==> config.mk <==
export PLATFORM = sky130hd
export DESIGN_NAME = run_launcher
export DESIGN_NICKNAME = d
export VERILOG_FILES = /design/src/rtl/run_launcher.sv
export SDC_FILE = /design/constraint.sdc
export NUM_CORES = 1
export LEC_CHECK = 0
export BUFFER_PORTS_ARGS = -buffer_cell sky130_fd_sc_hd__buf_2
export CAP_MARGIN = 25
export CORE_MARGIN = 2
export CORE_UTILIZATION = 30
export DETAILED_ROUTE_END_ITERATION = 10
export PLACE_DENSITY = 0.49
export SLEW_MARGIN = 20
export SYNTH_ARGS = -nofsm -noshare
export SYNTH_HDL_FRONTEND = slang
export SYNTH_SLANG_ARGS = --single-unit
==> constraint.sdc <==
create_clock -name clock -period 2.7 [get_ports clock]
set_clock_uncertainty 0.1 [all_clocks]
set_input_delay 0.81 -clock clock [delete_from_list [all_inputs] [get_ports clock]]
set_output_delay 0.81 -clock clock [all_outputs]
set_load 0.03 [all_outputs]
==> src/rtl/run_launcher.sv <==
// Host-side initiator: launches NUM_RUNS req/ack runs per go pulse and reports per-run cycle counts.
// Optional abort-on-timeout in WAIT is enabled by defining RUN_LAUNCH_TIMEOUT_EN.
module run_launcher #(
  parameter int unsigned NUM_RUNS   = 3,
  parameter int unsigned REQ_CYCLES = 2,
  parameter int unsigned GAP_CYCLES = 1,
  parameter int unsigned CNT_W      = 16,
  parameter int unsigned TIMEOUT    = 4000,
  localparam int unsigned IDX_W     = (NUM_RUNS > 1) ? $clog2(NUM_RUNS) : 1
) (
  input  logic             clock,
  input  logic             reset,
  input  logic             go,
  input  logic             ack,
  output logic             req,
  output logic [IDX_W-1:0] run_idx,
  output logic [CNT_W-1:0] cycles,
  output logic             cycles_vld,
  output logic             busy,
  output logic             done,
  output logic             timeout_err
);

  typedef enum logic [2:0] {StIdle, StReq, StWait, StGap, StDone, StErr} state_e;

  state_e           state_q, state_d;
  logic [CNT_W-1:0] cnt_q, cnt_d;
  logic [CNT_W-1:0] cycles_q, cycles_d;
  logic [IDX_W-1:0] idx_q, idx_d;
  logic             req_q, req_d;
  logic             vld_q, vld_d;
  logic             busy_q, busy_d;
  logic             done_q, done_d;
  logic             err_q, err_d;

  always_ff @(posedge clock) begin
    if (reset) begin
      state_q  <= StIdle;
      cnt_q    <= '0;
      cycles_q <= '0;
      idx_q    <= '0;
      req_q    <= 1'b0;
      vld_q    <= 1'b0;
      busy_q   <= 1'b0;
      done_q   <= 1'b0;
      err_q    <= 1'b0;
    end else begin
      state_q  <= state_d;
      cnt_q    <= cnt_d;
      cycles_q <= cycles_d;
      idx_q    <= idx_d;
      req_q    <= req_d;
      vld_q    <= vld_d;
      busy_q   <= busy_d;
      done_q   <= done_d;
      err_q    <= err_d;
    end
  end

  // One shared counter times REQ hold, WAIT latency and GAP length; it is cleared on every entry.
  always_comb begin
    state_d  = state_q;
    cnt_d    = cnt_q;
    cycles_d = cycles_q;
    idx_d    = idx_q;
    req_d    = req_q;
    vld_d    = 1'b0;
    busy_d   = busy_q;
    done_d   = done_q;
    err_d    = err_q;
    unique case (state_q)
      StIdle, StDone, StErr: begin
        if (go) begin
          state_d = StReq;
          cnt_d   = '0;
          req_d   = 1'b1;
          idx_d   = '0;
          busy_d  = 1'b1;
          done_d  = 1'b0;
          err_d   = 1'b0;
        end
      end
      StReq: begin
        if (cnt_q == CNT_W'(REQ_CYCLES - 1)) begin
          state_d = StWait;
          cnt_d   = '0;
          req_d   = 1'b0;
        end else begin
          cnt_d = cnt_q + CNT_W'(1);
        end
      end
      StWait: begin
        if (ack) begin
          cycles_d = cnt_q;
          vld_d    = 1'b1;
          cnt_d    = '0;
          if (idx_q == IDX_W'(NUM_RUNS - 1)) begin
            state_d = StDone;
            busy_d  = 1'b0;
            done_d  = 1'b1;
          end else begin
            idx_d = idx_q + IDX_W'(1);
            if (GAP_CYCLES == 0) begin
              state_d = StReq;
              req_d   = 1'b1;
            end else begin
              state_d = StGap;
            end
          end
        end
`ifdef RUN_LAUNCH_TIMEOUT_EN
        else if (cnt_q == CNT_W'(TIMEOUT - 1)) begin
          state_d  = StErr;
          cycles_d = CNT_W'(TIMEOUT);
          vld_d    = 1'b1;
          busy_d   = 1'b0;
          err_d    = 1'b1;
        end
`endif
        else if (cnt_q != '1) begin
          cnt_d = cnt_q + CNT_W'(1);
        end
      end
      StGap: begin
        if (cnt_q == CNT_W'(GAP_CYCLES - 1)) begin
          state_d = StReq;
          cnt_d   = '0;
          req_d   = 1'b1;
        end else begin
          cnt_d = cnt_q + CNT_W'(1);
        end
      end
      default: state_d = StIdle;
    endcase
  end

`ifndef RUN_LAUNCH_TIMEOUT_EN
  logic unused_timeout;
  assign unused_timeout = ^TIMEOUT;
`endif

  assign req         = req_q;
  assign run_idx     = idx_q;
  assign cycles      = cycles_q;
  assign cycles_vld  = vld_q;
  assign busy        = busy_q;
  assign done        = done_q;
  assign timeout_err = err_q;

endmodule

==> results.txt <==
- The flow ran to the end, and the final reports show no timing, DRC or antenna violations.
- Of the synthesized area, sequential elements account for between 40 and 50%.
- The analysis attributes to cell leakage a power of between 0.9 and 1 nW.
* Hold_ws: between 300 and 400 ps
- Number of antenna violations at the first check in global routing: 0
* Largest stage delay on the critical path: 480 ps
- Worst-path cell with the longest stage delay: sky130_fd_sc_hd__or4b_4
- The clock passes through at most 2 buffers.
- The worst setup path is launched from an input port.
- Horizontal die dimension: 85.6 um
* Root Driver: sky130_fd_sc_hd__clkbuf_8
* Endpoint arrival time on the critical path: 2460 ps
- Overall Global Routing Usage: between 10% and 20%
- Number of post-CTS setup repair buffers: 0
- Leftover overflow at the end of global routing: 0
- For this block, the initial DRC count from the detailed router was 53.
- Type of the tightest min-delay check: reg2reg
- Setup repair after global routing left no endpoint under its margin.
- Largest cells by area after synthesis: sky130_fd_sc_hd__dfxtp_1 41%, sky130_fd_sc_hd__nand2_1 8.8%, sky130_fd_sc_hd__a21oi_1 5.5%
- The max-slew violation count came to 0.
- Die extent in y: between 80 and 90 um
- Number of inserted diodes: 0
- After synthesis, the most frequently instantiated cells are 47 x sky130_fd_sc_hd__nand2_1, 41 x sky130_fd_sc_hd__dfxtp_1, 23 x sky130_fd_sc_hd__nor2_1, 22 x sky130_fd_sc_hd__a21oi_1, 10 x sky130_fd_sc_hd__nor4_1.
* Syn avg cell area: 8.11 um2
- Number of distinct library cell variants in the gate-level netlist after synthesis: 45
- Share of layout cells above drive strength 1: between 20% and 30%
- Clk sinks: 41
- DRC errors left: 0
- Worst ir drop on vdd: 0.000301 V
* WS Path Type: in2reg
- The count of nets left with antenna violations once routing finished came out at 0.
- Yosys mapped a number of flops with a built-in enable equal to 0.
- Count leader, synth: sky130_fd_sc_hd__nand2_1
- Global-route wire length before repair: 8320 um
- The worst path needs approximately 2400 ps of the cycle, external delays included.
- Count of instances resized after the clock tree is built: 0
* Number of instances in the synthesized netlist: about 250
* Cell Pwr Density: 728 nW/um2
- After clock tree synthesis, the clock-pin slew on the worst setup and hold paths is 80 ps.
* Die ar.: 7320 um2
* WP data required: ~2800 ps
- Yosys printed 0 warnings.
- Fraction of registers with async set or reset after synthesis: 0%
* TritonRoute pass-1 iters: 4
* Number of standard-cell rows in the floorplan: 29
* Initial Util: 31.2%
- The finished layout holds 365 standard cells, fillers aside.
- DRT Wirelength: 4910 um
- In this run the number of cells on the critical path is 7.
* Half-perimeter wire length after placement: 3590 um
- Max-cap violations in this run came to 0.
- TritonCTS buffer count: 5
- Pin placement for this block handled 27 I/O pins.
- Post-Syn Area: 2000 um2
* Final routed wire length divided by cell count: 13.5 um
* Most used flip-flop cell after synthesis: sky130_fd_sc_hd__dfxtp_1
- Total of flip-flops plus latches after synthesis: 41
* Placed cell areas: between 2000 and 2500 um2
- The number of buffers and inverters on the critical path is 2.
- Filler cell count in the final layout: between 700 and 800
- Along the worst path, the maximum fanout reaches 9.
- Vias in the first global route: 1663
* Number of H-tree levels: 2
- Walking the worst path, the cells encountered are buf_2 -> or4b_4 -> or4_1 -> buf_4 -> o21a_1 -> o2111ai_1 -> o311ai_0.
- Maximum number of pins on one net before global-route repair: 24
- Final-report hold violation count: 0
- After the last flow step, the layout net total stands at a little under 300.
- Area used by multi-input combinational logic: about 1100 um2
- Once placement completed, the tool counted placed cells totaling 358.
* Period utilisation layout: between 80% and 90%
- The region available for standard cell placement spans ~6400 um2.
* Count of input and output buffers: 25
* Source-to-sink clock delay at the later pin of the worst-skew pair: about 300 ps
- The top cell type by area accounts for between 40% and 50% of the synthesized area.
* Setup Viol. Count Final: 0
- At the end of routability-driven placement, the weighted congestion stood at about 0.88.
- STA classifies the critical path endpoint as a flop.
- Register area: 821 um2
* Area grow syn2layout: 20.4%
- Clock tree from TritonCTS: done
- The number of cells on the worst reg-to-reg path is 6.
- Depth of the worst hold-timing path: 2
- Dominant cell type by area after synthesis: sky130_fd_sc_hd__dfxtp_1
- At the pin with the least slew margin, the transition time is between 600 and 700 ps.
* Headroom to the max-slew limit: 57.2%
- Dividing the detail-routed via count by the number of cells gives 5.03.
- For this run, the top clock speed supported by timing is 418 MHz.
- Kind of cell adding the most delay to the critical path: simple AND/OR/NAND/NOR gates
- Overall power: roughly 0.0017 W
* Synth Net Count: 254
- Buffers inserted to repair hold after CTS numbered 0.
* Post-route cell area: 2400 um2
- Total via count in the routed design: roughly 1800
worst min-delay path: stages (launching register included):
cell and delay, ps:
sky130_fd_sc_hd__dfxtp_1 310, sky130_fd_sc_hd__nand2_1 50, sky130_fd_sc_hd__a21oi_1 50
per-stage QoR:
stage / setup WS [ps] / utilization, % / TNS (ps)
after floorplan: 179 / - / 0
after global placement: -29.0 / 36.2 / -50.7
after detailed placement: -37.0 / 36.2 / -216
after CTS: 120 / 37.5 / 0
after global routing: 193 / 37.6 / 0
final: 307 / 37.6 / 0
placed cells by master (no fill, tap or decap), types with 6 or more instances in the layout:
cell type / instances
sky130_fd_sc_hd__nand2_1: 47
sky130_fd_sc_hd__nor2_1: 23
sky130_fd_sc_hd__buf_4: 23
sky130_fd_sc_hd__nor4_1: 10
sky130_fd_sc_hd__nand4_1: 7
sky130_fd_sc_hd__inv_1: 7
sky130_fd_sc_hd__xnor2_1: 7
sky130_fd_sc_hd__nor3_1: 7
sky130_fd_sc_hd__a21oi_1: 22
sky130_fd_sc_hd__buf_2: 25
sky130_fd_sc_hd__dfxtp_1: 41
sky130_fd_sc_hd__xor2_1: 6
final timing paths:
kind / startpoint / to / slack, ps
setup / recovery: ack / cnt_q[15]$_SDFFE_PP0P_ / 310
hold / removal: cycles[1]$_SDFFE_PP0P_ / cycles[1]$_SDFFE_PP0P_ / 350
setup reg to reg: state_q[1]$_SDFFE_PP0P_ / cnt_q[15]$_SDFFE_PP0P_ / 340
hold reg to reg: cycles[1]$_SDFFE_PP0P_ / cycles[1]$_SDFFE_PP0P_ / 350
cell families after synthesis:
logic type               count (synthesis)  share of synthesized area, %
flip-flops                              41                          41.1
other                                    1                         0.188
buffers and inverters                   20                          5.14
AND/OR/NAND/NOR                        117                          28.2
multiplexers                             2                          1.00
AO/OA/AOI/OAI                           48                          16.1
XOR/XNOR                                13                          5.71
adder cells (fa/ha/maj)                  4                          2.51
final cells by class:
class | count | area share, %
multi-input cells | 185 | 45.0
flip-flops and latches | 41 | 34.1
repair buffers | 48 | 12.4
well taps | 77 | 4.01
clock buffers | 6 | 3.02
inverters | 7 | 1.09
clock inverters | 1 | 0.364
routing by layer:
| layer | GRT usage (%) | wire, um | vias up |
|---|---|---|---|
| met5 | 0 | 0 | - |
| met4 | 5.63 | 83 | 0 |
| met3 | 3.46 | 237 | 7 |
| met2 | 22.5 | 2200 | 41 |
| met1 | 19.3 | 2390 | 846 |
| li1 | - | - | 943 |
report_power, final:
| group | internal [W] | switching [W] |
|---|---|---|
| clock network | 0.000179 | 0.000214 |
| registers | 0.000645 | 0.0000549 |
| logic | 0.000251 | 0.000406 |
sequential cells by signal, indices dropped and copies added (netlist names):
name and cells:
cycles_vld 1, cnt_q 16, done 1, cycles 16
req 1, run_idx 2, state_q 3, busy 1
(Power assumes the default switching activity.)
